<file path="src/rtl/clz_pkg.sv">
// Shared constants, types and sizing helper for the pipelined count-leading-zeros engine.
package clz_pkg;

    localparam logic CLZ_MODE_LZ = 1'b0;
    localparam logic CLZ_MODE_TZ = 1'b1;

    // Position of the highest set bit inside one 4-bit group (0 = bit 3).
    typedef logic [1:0] clz_grp_t;

    function automatic int clz_grp_cnt(input int b_width);
        return 2 ** (b_width - 2);
    endfunction

endpackage

</file>
<file path="src/rtl/clz_mod4_dec.sv">
// Combinational 4-bit group decoder: leading-zero count within the nibble plus an empty flag.
module clz_mod4_dec
    import clz_pkg::*;
(
    input  logic [3:0] nib_i,
    output clz_grp_t   dec_o,
    output logic       emp_o
);

    always_comb begin
        dec_o = 2'd3;
        if (nib_i[3]) begin
            dec_o = 2'd0;
        end else if (nib_i[2]) begin
            dec_o = 2'd1;
        end else if (nib_i[1]) begin
            dec_o = 2'd2;
        end
    end

    assign emp_o = ~|nib_i;

endmodule

</file>
<file path="src/rtl/clz_pipe.sv">
// Two-stage streaming CLZ with valid/ready handshake and user sidecar.
// Define CLZ_PIPE_CTZ_EN to let s_mode=1 count trailing zeros instead.
module clz_pipe
    import clz_pkg::*;
#(
    parameter int B_WIDTH    = 6,
    parameter int USER_WIDTH = 8
) (
    input  logic                    clk,
    input  logic                    rst,
    input  logic                    s_valid,
    output logic                    s_ready,
    input  logic [2**B_WIDTH-1:0]   s_data,
    input  logic                    s_mode,
    input  logic [USER_WIDTH-1:0]   s_user,
    output logic                    m_valid,
    input  logic                    m_ready,
    output logic [B_WIDTH-1:0]      m_count,
    output logic                    m_zero,
    output logic [USER_WIDTH-1:0]   m_user
);

    localparam int W     = 2 ** B_WIDTH;
    localparam int G     = clz_grp_cnt(B_WIDTH);
    localparam int SEL_W = (B_WIDTH > 2) ? B_WIDTH - 2 : 1;

    logic en1, en2;
    logic v1_q, v2_q;

    assign en2     = ~v2_q | m_ready;
    assign en1     = ~v1_q | en2;
    assign s_ready = en1;

    logic [W-1:0] dec_in;

`ifdef CLZ_PIPE_CTZ_EN
    logic [W-1:0] data_rev;
    logic         s1_mode_q;
    logic         s1_mode_dbg_unused;

    for (genvar gi = 0; gi < W; gi++) begin : g_rev
        assign data_rev[gi] = s_data[W-1-gi];
    end

    // Trailing zeros of x are the leading zeros of bit-reversed x.
    assign dec_in = (s_mode == CLZ_MODE_TZ) ? data_rev : s_data;

    always_ff @(posedge clk) begin
        if (rst) begin
            s1_mode_q <= CLZ_MODE_LZ;
        end else if (en1 && s_valid) begin
            s1_mode_q <= s_mode;
        end
    end

    assign s1_mode_dbg_unused = s1_mode_q;
`else
    logic mode_unused;

    assign dec_in      = s_data;
    assign mode_unused = s_mode;
`endif

    clz_grp_t grp_dec [G];
    logic [G-1:0] grp_emp;

    for (genvar gi = 0; gi < G; gi++) begin : g_grp
        clz_mod4_dec u_dec (
            .nib_i (dec_in[4*gi +: 4]),
            .dec_o (grp_dec[gi]),
            .emp_o (grp_emp[gi])
        );
    end

    clz_grp_t               s1_dec_q [G];
    logic [G-1:0]           s1_emp_q;
    logic [USER_WIDTH-1:0]  s1_user_q;

    always_ff @(posedge clk) begin
        if (rst) begin
            v1_q      <= 1'b0;
            s1_emp_q  <= '0;
            s1_user_q <= '0;
            for (int g = 0; g < G; g++) begin
                s1_dec_q[g] <= '0;
            end
        end else if (en1) begin
            v1_q <= s_valid & s_ready;
            if (s_valid) begin
                s1_emp_q  <= grp_emp;
                s1_user_q <= s_user;
                for (int g = 0; g < G; g++) begin
                    s1_dec_q[g] <= grp_dec[g];
                end
            end
        end
    end

    // Highest non-empty group wins; an all-empty word falls back to group 0.
    logic [SEL_W-1:0]   sel;
    logic [B_WIDTH-1:0] count_d;
    logic               zero_d;

    always_comb begin
        sel = '0;
        for (int g = 0; g < G; g++) begin
            if (!s1_emp_q[g]) begin
                sel = SEL_W'(g);
            end
        end
    end

    if (B_WIDTH == 2) begin : g_single
        logic sel_unused;
        assign sel_unused = ^sel;
        assign count_d    = s1_dec_q[0];
    end else begin : g_multi
        assign count_d = {~sel, s1_dec_q[sel]};
    end

    assign zero_d = &s1_emp_q;

    logic [B_WIDTH-1:0]     count_q;
    logic                   zero_q;
    logic [USER_WIDTH-1:0]  user_q;

    always_ff @(posedge clk) begin
        if (rst) begin
            v2_q    <= 1'b0;
            count_q <= '0;
            zero_q  <= 1'b0;
            user_q  <= '0;
        end else if (en2) begin
            v2_q <= v1_q;
            if (v1_q) begin
                count_q <= count_d;
                zero_q  <= zero_d;
                user_q  <= s1_user_q;
            end
        end
    end

    assign m_valid = v2_q;
    assign m_count = count_q;
    assign m_zero  = zero_q;
    assign m_user  = user_q;

endmodule

</file>
<file path="config.mk">
export PLATFORM = sky130hd
export DESIGN_NAME = clz_pipe
export DESIGN_NICKNAME = d
export VERILOG_FILES = /design/src/rtl/clz_pkg.sv /design/src/rtl/clz_mod4_dec.sv /design/src/rtl/clz_pipe.sv
export SDC_FILE = /design/constraint.sdc
export NUM_CORES = 1
export LEC_CHECK = 0
export CELL_PAD_IN_SITES_DETAIL_PLACEMENT = 1
export CELL_PAD_IN_SITES_GLOBAL_PLACEMENT = 2
export CORE_ASPECT_RATIO = 1.75
export CORE_UTILIZATION = 28
export CTS_CLUSTER_SIZE = 20
export DETAILED_ROUTE_END_ITERATION = 10
export PLACE_DENSITY_LB_ADDON = 0.1
export SETUP_SLACK_MARGIN = 0.1
export SYNTH_ARGS = -nofsm -noshare
export SYNTH_HDL_FRONTEND = slang
export SYNTH_SLANG_ARGS = --single-unit
</file>
<file path="constraint.sdc">
create_clock -name clk -period 2.9 [get_ports clk]
set_input_delay 0.29 -clock clk [delete_from_list [all_inputs] [get_ports clk]]
set_output_delay 0.29 -clock clk [all_outputs]
set_load 0.1 [all_outputs]
</file>
==> results of run 1 <==
-- sequential cells by signal, summed over array words and instances, names as in the netlist --
signal / cells
s1_user_q: 8
m_zero: 1
m_user: 8
v1_q: 1
s1_dec_q: 32
m_count: 6
m_valid: 1
s1_emp_q: 16
-- per-stage QoR --
step                hold slack, ns  power (mW)  setup slack [ns]  util (%)  std cells
detailed placement          0.4502       1.441            0.5872     38.13        556
global route                0.3472       2.670            0.3574     40.95        572
global placement            0.4377       1.434            0.6112     38.13        556
floorplan                   0.4074       1.280            0.2420         -        342
finish                      0.3382       2.564            0.6132     40.95        572
CTS                         0.3430       2.597            0.5747     40.95        572
-- kinds of logic after synthesis --
group                  share of synthesized area (%)
multiplexers                                   1.544
AO/OA/AOI/OAI                                  16.56
flip-flops                                     54.98
buffers and inverters                          3.629
AND/OR/NAND/NOR                                23.28
-- cell usage after synthesis (all sizes together), types with 3 or more instances --
cell,count,area share [%]
a211oi,7,1.6
a21oi,28,4.3
a221oi,3,1.0
a22o,9,2.4
and3,5,1.2
buf,6,1.4
clkbuf,10,1.2
dfxtp,41,25
edfxtp,32,30
inv,9,1.0
mux2i,5,1.5
nand2,61,7.1
nand3b,4,0.93
nor2,26,3.0
nor2b,17,3.3
nor3,33,5.1
nor4,4,0.77
o21ai,10,1.5
o221ai,4,1.3
-- cell type report --
class | instances | area (µm²) | area share [%]
Inverter | 9 | 37.54 | 0.8208
Multi-Input combinational cell | 244 | 1351 | 29.55
Clock inverter | 4 | 48.80 | 1.067
Sequential cell | 73 | 1785 | 39.04
Clock buffer | 12 | 266.5 | 5.828
Timing Repair Buffer | 98 | 918.4 | 20.08
Tap cell | 132 | 165.2 | 3.611
-- worst register-to-register path: cells and delay by family, from the launching register on --
kind,cells,cell delay [ns]
AO/OA/AOI/OAI,4,1.39
flip-flops,1,0.38
AND/OR/NAND/NOR,3,0.42
-- worst max-delay path by stage --
stage / startpoint / end / slack, ns / cells past startpoint
6_report: s1_emp_q[13] / m_count[0] / 0.61 / 7
3_5_place_dp: s1_emp_q[7] / m_count[0] / 0.59 / 7
2_1_floorplan: m_valid / s1_dec_q[0][0] / 0.24 / 5
4_1_cts: s1_emp_q[2] / m_count[1] / 0.57 / 7
5_1_grt: s1_emp_q[13] / m_count[1] / 0.36 / 7
3_3_place_gp: s1_emp_q[11] / m_count[0] / 0.61 / 7
-- power by group --
group	leakage [nW]	switching, mW	internal [mW]
clock network	0.155	0.416	0.735
logic	0.828	0.135	0.133
registers	0.686	0.0229	1.12
total	1.67	0.573	1.99
-- routing by layer --
layer | up-vias | track usage (%) | routed length, µm
li1 | 1426 | - | -
met4 | 0 | 6.624 | 177
met1 | 1360 | 15.29 | 3405
met2 | 59 | 32.10 | 5133
met5 | - | 0 | 0
met3 | 14 | 3.710 | 297
==> reports/qor.yml, run 1 <==
r2r-end: "m_count[0]"
slew_violations: 0
gp_congestion: 0.7487
htree_levels: 3
endpoint_kind: "flip-flop"
dp_hpwl_um: 6917
clock_latency_ns: 0.33
peakVddDrop_mv: 0.3212
ff2ff_setup_slack_ns: 0.61
path_class: "reg -> reg"
synth_edf_count: 32
fin_tns_setup_ns: 0
antenna_found_initial: 0
antenna_left: 0
dr_total_vias: 2859
grt_max_degree: 44
cts_resized: 0
port_buffers: 92
cts_tree: "done"
crit_path_frequent_cell: "nor2_1"
cts_hold_buf: 0
timing.rr.start: "s1_emp_q[13]"
grtUsageTotal_pct: 15.97
initial_utilization_pct: 29.02
period_minus_slack_ns: 2.287
clock_skew_ns: 0.004750
placed_area_mm2: 0.004258
worstHoldEndpoint: "s1_emp_q[11]"
drt_first_iter_violations: 81
area_growth_pct: 41.12
overflow: 0
grt_setup_unrepaired: "no"
min-delay-start: "rst"
grt_pass1_wl_um: 14560
reg2regPathDepth: 7
crit_fanout: 24
placementRows: 51
nNetsFinal: 512
critical_path.top_delay_family: "compound AO/OA/AOI/OAI gates"
final-hold-violation-count: 0
worstPathRequired_ns: 3.14
hold_path_class: "in -> reg"
critPathBufInv: 0
final_cell_area_mm2: 0.004573
max_freq_mhz: 437.3
setup_viol: 0
synth.distinct_cells: 47
outcome: "completed"
final_cell_mix: "74 x clkdlybuf4s50_1, 60 x nand2_1, 40 x dfxtp_1"
clk_path_buf_depth: 2
slew-limit-headroom_pct: 39.13
p_per_area_mw_per_mm2: 560.6
synth-seq-cells: 73
drive_gt1_share_pct: 10.91
cp-start-kind: "flip-flop"
dieArea_mm2: 0.01203
worstHoldPathCells: 3
leakage_nw: 1.669
vias_per_cell: 4.998
cts-root-buf: "clkbuf_16"
syn-cell-area_mm2: 0.003241
grt_pass1_vias: 2925
nFillCells: 1294
max_slew.worst_pin.slew_ns: 0.9111
first_pass_iters: 4
post_cts_buffers: 0
cp_slowest_cell: "a211o_1"
antennaDiodeCount: 0
clock_sinks: 73
wl_per_cell_um: 15.76
ys.warnings.count: 0
path_clk_slew_ns: 0.05
async_flop_share_pct: 0
wl_um: 9012
syn_nets: 419
synth_cells: 342
die_w_um: 83.33
worst_ep_arrival_time_ns: 2.52
synth_area_per_cell_um2: 9.475
cts_inserted_buffers: 9
synth-seq-area-share_pct: 54.98
finalCritPeriodShare_pct: 78.85
ios: 94
drv_cap: 0
layout_commonest_cell: "clkdlybuf4s50_1"
crit_chain: "nand2_1 -> nor2_1 -> a211o_1 -> o221ai_1 -> o21ai_0 -> nor2_1 -> o311ai_1"
drc: 0
coreArea_mm2: 0.01117
synthFlopType: "dfxtp_1"
fp.dieH_um: 144.3
critical-path-max-stage-delay_ns: 0.67
Note: power is estimated with default switching activity, not from simulation.
==> run 2, diff against run 1 <==
--- a/config.mk
+++ b/config.mk
@@ -8,7 +8,7 @@
 export CELL_PAD_IN_SITES_DETAIL_PLACEMENT = 1
 export CELL_PAD_IN_SITES_GLOBAL_PLACEMENT = 2
 export CORE_ASPECT_RATIO = 1.75
-export CORE_UTILIZATION = 28
+export CORE_UTILIZATION = 25
 export CTS_CLUSTER_SIZE = 20
 export DETAILED_ROUTE_END_ITERATION = 10
 export PLACE_DENSITY_LB_ADDON = 0.1
==> constraint.sdc (replaced) <==
create_clock -name clk -period 1.9 [get_ports clk]
set_input_delay 0.19 -clock clk [delete_from_list [all_inputs] [get_ports clk]]
set_output_delay 0.19 -clock clk [all_outputs]
set_load 0.1 [all_outputs]
==> run 2 against run 1 <==
Net effect: the flow now finishes with violations (setup timing); critical endpoint unchanged; hold slack worse by 0.051 ns; clock power increased by 40%; via count rose by 3.6%; clock skew barely moved; critical path depth grew 1; total power up 49%; cell area is 9.7% higher; count of clock-buffer cells in the layout decreased by 1; fmax up 19%; first-iteration DRC count fell by 51%; sequential share of layout area shrank 3.2 points; register-to-register slack got worse by 0.64 ns; largest power group unchanged; highest routed layer unchanged.
==> reports/qor.yml, run 2 (synthesized netlist as in run 1, its figures left out) <==
outcome: "finished with violations"
violations: "setup timing"
worstPathRequired_ns: 2.11
nFillCells: 1472
coreArea_mm2: 0.01257
worstHoldPathCells: 2
cts-root-buf: "clkbuf_16"
peakVddDrop_mv: 0.4221
vias_per_cell: 4.614
clock_skew_ns: 0.005108
nNetsFinal: 546
internal_power_mw: 2.947
fin_tns_setup_ns: -0.04296
grt_max_degree: 32
largest_reg_flops: 32
clk_path_buf_depth: 2
drv_cap: 0
grtUsageTotal_pct: 15.56
setup_viol: 2
wl_per_cell_um: 15.09
endpoint_kind: "flip-flop"
power_frac_comb_pct: 11.7
reg2regPathDepth: 8
antenna_left: 0
path_class: "reg -> reg"
grt_setup_unrepaired: "yes"
period_minus_slack_ns: 1.925
worst_ep_arrival_time_ns: 2.13
leakage_nw: 1.855
max_freq_mhz: 519.6
hold_path_class: "in -> reg"
slew-limit-headroom_pct: 66.91
antenna_found_initial: 0
grt_pass1_vias: 3145
first_pass_iters: 3
placementRows: 54
wl_um: 9689
drc: 0
dieArea_mm2: 0.01344
cts_hold_buf: 0
ios: 94
final_util_pct: 39.92
cp-start-kind: "flip-flop"
final_cell_mix: "74 x clkdlybuf4s50_1, 59 x nand2_1, 49 x buf_4"
area_growth_pct: 54.83
overflow: 0
drt_first_iter_violations: 40
port_buffers: 92
p_per_area_mw_per_mm2: 759.4
fp.dieH_um: 152.6
cts_tree: "done"
htree_levels: 3
p_sw_mw: 0.8632
antennaDiodeCount: 0
path_clk_slew_ns: 0.05
reg_top3: "s1_dec_q: 32 flops, s1_emp_q: 16 flops"
dr_total_vias: 2962
top_register: "s1_dec_q"
pwr-share-clk_pct: 42.3
grt_pass1_wl_um: 15490
cts_inserted_buffers: 9
seqPwrFrac_pct: 46.0
slew_violations: 0
final-hold-violation-count: 0
gp_congestion: 0.7930
layout_commonest_cell: "clkdlybuf4s50_1"
clock_latency_ns: 0.34
max_slew.worst_pin.slew_ns: 0.4911
clock_sinks: 73
crit_fanout: 8
dp_hpwl_um: 7614
die_w_um: 88.07
switching_share_pct: 22.66
initial_utilization_pct: 25.79
setup_slack_ns: -0.02458
finalCritPeriodShare_pct: 101.3
drive_gt1_share_pct: 20.25
## run 2: cell types whose count changed in the layout (fill, tap and decap cells not counted), sizes merged
cell,before,now
clkinvlp,2,1
clkinv,1,4
buf,24,58
clkbuf,12,11
inv,9,8
## run 2: layout make-up
cell class | count | area, µm² | area share, %
Sequential cell | 73 | 1798 | 35.84
Multi-Input combinational cell | 244 | 1428 | 28.45
Timing Repair Buffer | 132 | 1264 | 25.19
Clock buffer | 11 | 232.7 | 4.638
Tap cell | 168 | 210.2 | 4.190
Clock inverter | 5 | 47.55 | 0.9476
Inverter | 9 | 37.54 | 0.7481
## run 2: final timing paths
| check | from | to | slack [ns] |
|---|---|---|---|
| worst min register to register | s1_user_q[0] | m_user[0] | 0.45 |
| worst max-delay path | s1_emp_q[7] | m_count[0] | -0.02 |
| worst max register to register | s1_emp_q[7] | m_count[0] | -0.02 |
| worst min-delay path | rst | v1_q | 0.29 |
## run 2: stage by stage
step	cells	worst slack, ns	power (mW)	hold WS, ns	instance area [µm²]
floorplan	342	-0.3725	1.963	0.3074	3302
global placement	621	-0.1690	2.225	0.4350	4609
detailed placement	621	-0.1437	2.231	0.4473	4609
CTS	640	-0.05546	3.872	0.2838	4994
global route	642	-0.1700	3.970	0.3189	5017
finish	642	-0.02458	3.810	0.2872	5017
## run 2: metal layers
layer | part of all wire [%] | track usage (%) | vias to the layer above
li1 | - | - | 1495
met1 | 38 | 15.69 | 1397
met2 | 57 | 29.72 | 59
met3 | 2.8 | 2.817 | 11
met4 | 2.0 | 6.912 | 0
met5 | 0 | 0 | -
## run 2: what timing repair did
| item | CTS | global route |
|---|---|---|
| endpoints found under the setup margin | 2 | 2 |
| resized for setup | 18 | 4 |
| cloned | 1 | 0 |
| pin swaps | 4 | 6 |
| setup buffers | 2 | 2 |
## run 2: critical path, stage by stage (launching register included)
cell and delay [ns]:
dfxtp_2 0.34, nand2_1 0.06, a31o_1 0.21, a211o_4 0.38, buf_6 0.15, a221oi_4 0.29
nor3_2 0.07, o221ai_1 0.17, o311ai_1 0.12
## run 2: power groups by stage
| stage | clock network, mW | logic, mW | registers [mW] |
|---|---|---|---|
| after floorplan | 0 | 0.144 | 1.82 |
| after global placement | 0 | 0.440 | 1.78 |
| after detailed placement | 0 | 0.446 | 1.79 |
| after CTS | 1.67 | 0.453 | 1.75 |
| after global routing | 1.72 | 0.484 | 1.76 |
| final | 1.61 | 0.445 | 1.75 |
==> run 3, diff against run 2 <==
--- a/config.mk
+++ b/config.mk
@@ -11,6 +11,7 @@
 export CORE_UTILIZATION = 25
 export CTS_CLUSTER_SIZE = 20
 export DETAILED_ROUTE_END_ITERATION = 10
+export GPL_ROUTABILITY_DRIVEN = 0
 export PLACE_DENSITY_LB_ADDON = 0.1
 export SETUP_SLACK_MARGIN = 0.1
 export SYNTH_ARGS = -nofsm -noshare
==> run 3 against run 2 <==
Net effect: the flow still finishes with violations (setup timing); setup slack worse by 0.033 ns; utilization shrank 0.44 points; clock skew barely moved; register-to-register slack lost 0.03 ns; die area unchanged; count of clock-buffer cells in the layout is 1 higher; wire length is 2.1% lower; fmax down 1.7%; sequential share of layout area rose by 0.32 points; first-iteration DRC count up 63%; via count decreased by 0.68%.
==> reports/qor.yml, run 3 (synthesized netlist as in run 1, its figures left out) <==
die_w_um: 88.07
htree_levels: 3
coreArea_mm2: 0.01257
placementRows: 54
crit_fanout: 5
crit_chain: "nand2_1 -> a31o_1 -> a211o_4 -> buf_12 -> buf_4 -> a21boi_0 -> o21a_1 -> o311ai_1"
path_class: "reg -> reg"
dpl_worst_slack_ns: -0.1355
grt_pass1_wl_um: 15300
initial_utilization_pct: 25.79
period_minus_slack_ns: 1.957
clock_sinks: 73
peakVddDrop_mv: 0.3642
drt_first_iter_violations: 65
setup_viol: 2
p_per_area_mw_per_mm2: 748.3
final_util_pct: 39.49
worstHoldEndpoint: "m_count[3]"
final-hold-violation-count: 0
dieArea_mm2: 0.01344
violations: "setup timing"
dp_hpwl_um: 7647
port_buffers: 92
max_slew.worst_pin.slew_ns: 0.5467
largest_reg_flops: 32
cts_tree: "done"
max_freq_mhz: 510.9
ff2ff_setup_slack_ns: -0.06
clk_path_buf_depth: 2
slew-limit-headroom_pct: 63.17
antenna_left: 0
area_growth_pct: 53.13
first_pass_iters: 4
hold_path_class: "in -> reg"
cp_slowest_cell: "a211o_4"
setup_slack_ns: -0.05731
cp-start-kind: "flip-flop"
ios: 94
wl_per_cell_um: 14.84
finalCritPeriodShare_pct: 103.0
antennaDiodeCount: 0
grtUsageTotal_pct: 15.25
drc: 0
vias_per_cell: 4.604
final_cell_mix: "74 x clkdlybuf4s50_1, 60 x nand2_1, 47 x buf_4"
top_register: "s1_dec_q"
grt_setup_unrepaired: "yes"
drv_cap: 0
timing.rr.start: "s1_emp_q[7]"
slew_violations: 0
endpoint_kind: "flip-flop"
layout_commonest_cell: "clkdlybuf4s50_1"
overflow: 0
antenna_found_initial: 0
worstPathRequired_ns: 2.13
worst_ep_arrival_time_ns: 2.19
leakage_nw: 1.845
critical-path-max-stage-delay_ns: 0.38
r2r-end: "m_count[0]"
reg_top3: "s1_dec_q: 32 flops, s1_emp_q: 16 flops"
worstHoldPathCells: 2
wl_um: 9485
fp.dieH_um: 152.6
clock_skew_ns: 0.004965
min-delay-start: "rst"
reg2regPathDepth: 8
cts_hold_buf: 0
nNetsFinal: 543
grt_pass1_vias: 3202
clock_latency_ns: 0.33
cts-root-buf: "clkbuf_16"
drive_gt1_share_pct: 20.17
total_power_mw: 3.713
cts_inserted_buffers: 9
path_clk_slew_ns: 0.06
outcome: "finished with violations"
dr_total_vias: 2942
grt_max_degree: 32
## run 3: changes by cell type in the layout (fill, tap and decap cells not counted), moves of 2 or more
cell      before  now
buf_4         49   47
clkinv_2       2    4
a221oi_2       0    2
clkinv_1       2    0
## run 3: worst max-delay path: cells and delay by family, from the launching register on
family / cells / cell delay [ns]
AOI/OAI and AO/OA: 5 / 1.18
buffers and inverters: 2 / 0.27
DFF: 1 / 0.35
and+or+nand+nor: 1 / 0.05
## run 3: routing by layer
metal	part of all wire, %	GRT usage (%)	up-vias
met5	0	0	-
li1	-	-	1491
met2	58	30.42	60
met3	3.6	3.250	11
met4	1.7	6.144	0
met1	36	14.16	1380
## run 3: area by class of cell
cell class              instances  area [µm²]
repair buffers                129        1230
flip-flops and latches         73        1794
well taps                     168       210.2
clock inverters                 4       20.02
clock buffers                  12       246.5
fillers                      1474        7605
multi-input cells             244        1424
inverters                       9       37.54
## run 3: worst max-delay path by stage
| stage | depth (start not counted) | to | start | slack, ns |
|---|---|---|---|---|
| floorplan | 5 | s1_dec_q[0][0] | m_valid | -0.37 |
| global placement | 8 | m_count[1] | s1_emp_q[8] | -0.13 |
| detailed placement | 8 | m_count[0] | s1_emp_q[2] | -0.14 |
| CTS | 9 | m_count[1] | s1_emp_q[7] | -0.07 |
| global route | 8 | m_count[0] | s1_emp_q[11] | -0.15 |
| finish | 8 | m_count[0] | s1_emp_q[7] | -0.06 |
## run 3: timing repair
item | in CTS | in global routing
cloned | 0 | 0
endpoints found under the setup margin | 2 | 2
pin swaps | 4 | 4
gates resized for setup | 10 | 7
setup buffers | 1 | 0
## run 3: report_power, final
part	leakage [nW]	internal, mW	switching (mW)	total, mW
logic	1.02	0.228	0.212	0.440
clock network	0.136	0.910	0.610	1.52
registers	0.689	1.71	0.0393	1.75
total	1.85	2.85	0.861	3.71
## run 3: stage by stage
stage	TNS, ns	instance area [µm²]	instances	hold WS (ns)
floorplan	-12.24	3302	342	0.3074
global placement	-0.1961	4617	622	0.4352
detailed placement	-0.2644	4617	622	0.4468
CTS	-0.1335	4938	639	0.2754
global route	-0.2737	4962	639	0.3269
finish	-0.09770	4962	639	0.2754
